--- config.mk ---
export PLATFORM = sky130hd
export DESIGN_NAME = fp_seq_multiplier_flat
export DESIGN_NICKNAME = d
export VERILOG_FILES = /design/src/rtl/fp_seq_multiplier_if.sv /design/src/rtl/fp_seq_multiplier.sv /design/src/flat_wrapper.sv
export SDC_FILE = /design/constraint.sdc
export NUM_CORES = 1
export LEC_CHECK = 0
export CORE_MARGIN = 2
export CORE_UTILIZATION = 60
export CTS_CLUSTER_DIAMETER = 200
export CTS_CLUSTER_SIZE = 40
export DETAILED_ROUTE_END_ITERATION = 7
export GPL_TIMING_DRIVEN = 0
export PLACE_DENSITY = 0.82
export RECOVER_POWER = 50
export SETUP_SLACK_MARGIN = 0.02
export SYNTH_ARGS = -nofsm -noshare
export SYNTH_HDL_FRONTEND = slang
export SYNTH_SLANG_ARGS = --single-unit
--- constraint.sdc ---
create_clock -name clk -period 4.55 [get_ports clk]
set_input_delay 0.6825 -clock clk [delete_from_list [all_inputs] [get_ports clk]]
set_output_delay 0.6825 -clock clk [all_outputs]
set_load 0.05 [all_outputs]
--- src/rtl/fp_seq_multiplier_if.sv ---
// Handshake and operand/result bundle for fp_seq_multiplier.
// master drives the request side; slave is the multiplier itself.
interface fp_seq_multiplier_if #(
  parameter int W_in  = 16,
  parameter int W_out = 16
);
  logic              start;
  logic [W_in-1:0]   a;
  logic [W_in-1:0]   b;
  logic [W_out-1:0]  product;
  logic              busy;
  logic              done;
  logic              overflow;
  logic              underflow;

  modport master (
    output start, a, b,
    input  product, busy, done, overflow, underflow
  );

  modport slave (
    input  start, a, b,
    output product, busy, done, overflow, underflow
  );
endinterface

--- src/rtl/fp_seq_multiplier.sv ---
// Shift-add signed fixed-point multiplier: one partial product per clock on
// operand magnitudes, then round-half-away and saturate to the output format.
module fp_seq_multiplier #(
  parameter int W_in    = 16,
  parameter int W_in_F  = 14,
  parameter int W_out   = 16,
  parameter int W_out_F = 14
) (
  input  logic                clk,
  input  logic                rst_n,
  fp_seq_multiplier_if.slave  bus
);

  localparam int CNT_W = $clog2(W_in);
  localparam int AW    = 2 * W_in + 1;
  localparam int S     = 2 * W_in_F - W_out_F;
  localparam int S_M1  = (S > 0) ? S - 1 : 0;

  localparam logic [CNT_W-1:0] LAST    = CNT_W'(W_in - 1);
  localparam logic [AW-1:0]    ONE     = AW'(1);
  localparam logic [AW-1:0]    LIM_NEG = ONE << (W_out - 1);
  localparam logic [AW-1:0]    LIM_POS = LIM_NEG - ONE;
  localparam logic [AW-1:0]    RND     = (S > 0) ? (ONE << S_M1) : '0;

  typedef enum logic [1:0] {IDLE, CALC, FINAL} state_t;

  state_t              state_q;
  logic [W_in-1:0]     a_mag_q, b_mag_q;
  logic                sign_q;
  logic [2*W_in-1:0]   acc_q;
  logic [CNT_W-1:0]    cnt_q;
  logic [W_out-1:0]    product_q;
  logic                busy_q, done_q, overflow_q, underflow_q;

  logic [W_in-1:0]     a_mag_d, b_mag_d;
  logic [2*W_in-1:0]   partial;
  logic [AW-1:0]       rounded, mag;
  logic [W_out-1:0]    product_d;
  logic                overflow_d, underflow_d;

  // NOTE: every always_comb output gets a default first so no path can infer a latch.
  always_comb begin
    a_mag_d     = bus.a[W_in-1] ? (~bus.a + W_in'(1)) : bus.a;
    b_mag_d     = bus.b[W_in-1] ? (~bus.b + W_in'(1)) : bus.b;
    partial     = {{W_in{1'b0}}, a_mag_q} << cnt_q;
    rounded     = {1'b0, acc_q} + RND;
    mag         = rounded >> S;
    product_d   = '0;
    overflow_d  = 1'b0;
    underflow_d = 1'b0;
    // Saturation is decided on the rounded magnitude; the negative side
    // reaches one step further because -2^(W_out-1) is representable.
    if (!sign_q) begin
      if (mag > LIM_POS) begin
        product_d  = {1'b0, {(W_out-1){1'b1}}};
        overflow_d = 1'b1;
      end else begin
        product_d  = mag[W_out-1:0];
      end
    end else if (mag > LIM_NEG) begin
      product_d   = {1'b1, {(W_out-1){1'b0}}};
      underflow_d = 1'b1;
    end else begin
      product_d   = -mag[W_out-1:0];
    end
  end

  // NOTE: state is only ever written with <= so every register samples pre-edge values.
  always_ff @(posedge clk or negedge rst_n) begin
    if (!rst_n) begin
      state_q     <= IDLE;
      a_mag_q     <= '0;
      b_mag_q     <= '0;
      sign_q      <= 1'b0;
      acc_q       <= '0;
      cnt_q       <= '0;
      product_q   <= '0;
      busy_q      <= 1'b0;
      done_q      <= 1'b0;
      overflow_q  <= 1'b0;
      underflow_q <= 1'b0;
    end else begin
      done_q <= 1'b0;
      case (state_q)
        IDLE: begin
          if (bus.start) begin
            a_mag_q <= a_mag_d;
            b_mag_q <= b_mag_d;
            sign_q  <= bus.a[W_in-1] ^ bus.b[W_in-1];
            acc_q   <= '0;
            cnt_q   <= '0;
            busy_q  <= 1'b1;
            state_q <= CALC;
          end
        end
        CALC: begin
          if (b_mag_q[cnt_q]) acc_q <= acc_q + partial;
          cnt_q <= cnt_q + CNT_W'(1);
          if (cnt_q == LAST) state_q <= FINAL;
        end
        FINAL: begin
          product_q   <= product_d;
          overflow_q  <= overflow_d;
          underflow_q <= underflow_d;
          done_q      <= 1'b1;
          busy_q      <= 1'b0;
          state_q     <= IDLE;
        end
        default: state_q <= IDLE;
      endcase
    end
  end

  assign bus.product   = product_q;
  assign bus.busy      = busy_q;
  assign bus.done      = done_q;
  assign bus.overflow  = overflow_q;
  assign bus.underflow = underflow_q;

endmodule

--- src/flat_wrapper.sv ---
// flat-port wrapper written by rule: the top's interface ports become plain ports
module fp_seq_multiplier_flat 
#(
  parameter int W_in    = 16,
  parameter int W_in_F  = 14,
  parameter int W_out   = 16,
  parameter int W_out_F = 14
)
  (clk, rst_n, bus_start, bus_a, bus_b, bus_product, bus_busy, bus_done, bus_overflow, bus_underflow);
  fp_seq_multiplier_if #(.W_in(W_in), .W_out(W_out)) bus_i ();
  input  logic clk;
  input  logic rst_n;
  input wire logic [$bits(bus_i.start)-1:0] bus_start;
  input wire logic [$bits(bus_i.a)-1:0] bus_a;
  input wire logic [$bits(bus_i.b)-1:0] bus_b;
  output wire logic [$bits(bus_i.product)-1:0] bus_product;
  output wire logic [$bits(bus_i.busy)-1:0] bus_busy;
  output wire logic [$bits(bus_i.done)-1:0] bus_done;
  output wire logic [$bits(bus_i.overflow)-1:0] bus_overflow;
  output wire logic [$bits(bus_i.underflow)-1:0] bus_underflow;
  assign bus_i.start = bus_start;
  assign bus_i.a = bus_a;
  assign bus_i.b = bus_b;
  assign bus_product = bus_i.product;
  assign bus_busy = bus_i.busy;
  assign bus_done = bus_i.done;
  assign bus_overflow = bus_i.overflow;
  assign bus_underflow = bus_i.underflow;
  fp_seq_multiplier #(.W_in(W_in), .W_in_F(W_in_F), .W_out(W_out), .W_out_F(W_out_F)) u_core (.clk(clk), .rst_n(rst_n), .bus(bus_i));
endmodule
==> results.txt <==
Area Overhead vs Synth = 13.9%
WHS Path Cells = 2
Critical Path Source = u_core.cnt_q[1]
Post-DR wirelength/cell = 16.6 um
Final GP Congestion = 0.955
Failing checks = capacitance limit, slew limit
R2R Setup Slk = 0.28 ns
Multiplexer area fraction after synthesis = 6.95%
Die area = 0.0138 mm^2
Final cell count without fillers = 1,177
Pre-CTS WS = -0.0765 ns
First-pass GRT wire length = 33,500 um
Clock transition at path regs = 0.07 ns
Initial DRC count = 680
CTS Buffer Depth = 2
Peak supply drop = 0.374 mV
Post-synthesis cell area = 0.00774 mm^2
Initial antenna violation count = 0
FP Rows = 41
Dpl cells = 1,161
Slowest cell on crit path = or4_1
Fin. Hold Viols = 0
Syn nets = 1,007
Worst Path Buf+Inv = 2
Synth top area share = 29.4%
Ys async rst share = 100%
Hold WC Path Type = reg2reg
Height of the die = 118 um
Crit Reg-Reg Endpoint = u_core.acc_q[29]
Fmax = 0.234 GHz
Post-Synth XOR/XNOR Area = 8.14%
Max stage delay on crit path = 0.51 ns
Setup violators final = 0
Post-synth EDFFs = 0
Hold bufs inserted after CTS = 0
Top cells by area, synth = dfrtp_1, o21ai_0, ha_1, nand2_1, xor2_1
CTS tree = built
GRT Total Usage = 29.4%
Main synth FF type = dfrtp_1
Pins Over Slew Limit = 46
Min Clock Period, post-route = 4.27 ns
WP depth = 17
DR vias/cell = 6.15
Cell accounting for the most synthesized area = dfrtp_1
P_leak = 0.00386 uW
Setup bufs post-CTS = 0
Slew at the pin closest to its max-slew limit = 2.37 ns
Nets = 1,073
Data arrival, critical path = 4.49 ns
Tcrit/Tclk final = 93.7%
Worst-path cell chain = clkbuf_4 > clkbuf_4 > mux2i_1 > nor2_1 > a31oi_1 > nand2_1 > o21ai_0 > nor2_1 > ha_1 > a211oi_1 > o21a_1 > o21ai_0 > o211a_1 > or4_1 > nand3_1 > nor3b_1 > o31ai_1
DP HPWL = 15,200 um
Final WL = 19,600 um
Sequential area share after synthesis = 29.4%
Setup ws final = 0.284 ns
Post-synthesis compound-gate area fraction = 23.3%
Vias in the first global route = 7,040
Root Buffer = clkbuf_16
Buffers on Ports = 54
Worst relative slew slack = -58.3%
Post-Syn Instances = 934
Reg2Reg Depth = 17
Post-Synth Adder-Cell Area = 6.24%
H-Tree Level Count = 3
Layout fillers = 1,053
Die W = 118 um
Crit Path Category = reg2reg
Setup crit end kind = flip-flop
GR Overflow Total = 0
CP endpoint = u_core.acc_q[29]
Pre-Repair DR Iteration Count = 6
Residual DRC = 0
Post-synthesis register bit count = 91
Sink Count = 91
Worst Setup Start Kind = flip-flop
Via Count = 7,238
CP top delay family = compound AO/OA/AOI/OAI gates
Final ANT Viol Nets = 0
CTS Buf Count = 9
Largest family of logic cells by synthesized area = compound AO/OA/AOI/OAI gates
Commonest cells after routing, fill and taps aside = nand2_1, o21ai_0, dfrtp_1
Ports = 55
Status = complete, but fails checks
Largest net degree at the start of global routing = 48
Ys Warns = 0
Most common cell after layout, fill and taps aside = nand2_1
Crit Path Max Fanout = 10
Number of inserted diodes = 0
Req. time, crit path = 4.78 ns
Post-synthesis simple-gate area fraction = 21.4%
Synth unique cells = 87
Initial core utilization = 61.3%
Worst skew pair latency = 0.35 ns
Critical R2R Launch = u_core.cnt_q[1]
Syn Area/Cell = 8.28 um^2
Fraction of layout cells with a size suffix above 1 = 9.45%
RSZ-0062 raised after global routing = false
Max cap viols = 1
Setup Skew = 0.00920 ns
Core area = 0.0126 mm^2
Pwr per Cell Area = 784 mW/mm^2
[area by class of cell]
type	count	area [um^2]	area share (%)
buffer	56	268	3.04
clock buffer	10	239	2.71
clock inverter	6	71.3	0.809
inverter	26	97.6	1.11
multi-input combinational	761	5110	57.9
sequential	91	2280	25.8
tap	172	215	2.44
timing repair buffer	55	539	6.12
[stage by stage]
step | cell area (um^2) | TNS, ns | total power (uW) | hold slack (ns) | util [%]
final | 8810 | 0 | 6910 | 0.480 | 69.8
after global routing | 8810 | 0 | 7470 | 0.501 | 69.8
after CTS | 8830 | 0 | 6830 | 0.352 | 70.0
after detailed placement | 8520 | -0.111 | 6000 | 0.465 | 67.5
after global placement | 8490 | -47.31 | 5880 | 0.457 | 67.3
after floorplan | 7740 | 0 | 4890 | 0.387 | -
[where the power goes]
| group | internal, uW | switching [uW] |
|---|---|---|
| Combinational | 1820 | 2900 |
| Sequential | 1140 | 260 |
| Clock | 448 | 344 |
| Total | 3410 | 3500 |
[layer usage]
metal	track usage, %	share of wire (%)	vias up
met5	0	0	-
met2	51.4	48	274
met1	36.4	43	3395
met3	3.59	5.4	46
li1	-	-	3523
met4	13.1	3.7	0
[synth_stat cells, types with 3 or more instances]
library cell    n
nor4_1          3
nor2b_1        10
nand2_1       112
or3_1           4
or4_1           7
mux2i_1        20
buf_1           4
nor3_1         21
o41ai_1         8
a21o_1         13
and3_1         12
buf_2          15
clkbuf_1       32
o21bai_1        5
a31oi_1         8
nand4_1         7
mux2_2          9
and2_1          6
xor2_1         46
nor3_2          3
nand3_1        38
dfrtp_1        91
o22ai_1         4
buf_4           3
o21ai_1        10
nand2b_1        7
a211oi_1        7
xnor2_1        24
or2_2           5
o31ai_1        26
o21a_1         11
nor2_1         73
a21oi_2         4
mux4_2         10
nor3b_1         3
inv_1          25
o21ai_0        96
ha_1           37
o211ai_1        3
a21oi_1        53
a21boi_0        4
[worst reg2reg max path, delay by kind of cell, from the launching register on]
kind	cells	cell delay, ns
AO/OA/AOI/OAI	7	1.45
adder cells (fa/ha/maj)	1	0.39
buffers and inverters	2	0.50
flip-flops	1	0.40
multiplexers	1	0.29
AND/OR/NAND/NOR	6	1.14
[worst min path at each step]
stage                     slack, ns                endpoint              startpoint
after floorplan                0.39       u_core.a_mag_q[0]                   rst_n
after global placement         0.46      u_core.b_mag_q[14]      u_core.b_mag_q[14]
after detailed placement       0.47  u_core.bus.product[13]  u_core.bus.product[13]
after CTS                      0.35         u_core.acc_q[7]                   rst_n
after global routing           0.50       u_core.b_mag_q[5]       u_core.b_mag_q[5]
final                          0.48  u_core.bus.product[13]  u_core.bus.product[13]
[cell families (layout without fill, tap and decap cells)]
logic type,count (synthesis),count (layout)
adder cells (fa/ha/maj),38,38
AND/OR/NAND/NOR,330,330
flip-flops,91,91
AO/OA/AOI/OAI,282,282
buffers and inverters,82,153
XOR/XNOR,71,71
multiplexers,40,40
[registers in the layout, indices dropped and copies added (netlist names)]
name                  cells
u_core.bus.product       16
u_core.b_mag_q           16
u_core.cnt_q              4
u_core.bus.busy           1
u_core.acc_q             32
u_core.sign_q             1
u_core.bus.done           1
u_core.state_q            2
u_core.a_mag_q           16
u_core.bus.underflow      1
u_core.bus.overflow       1
[repair_timing]
item                                    4_1_cts  5_1_grt
endpoints found under the setup margin        5       12
gates resized for setup                       1       13
hold endpoints to repair                      0        0
Note: power is estimated with default switching activity, not from simulation.
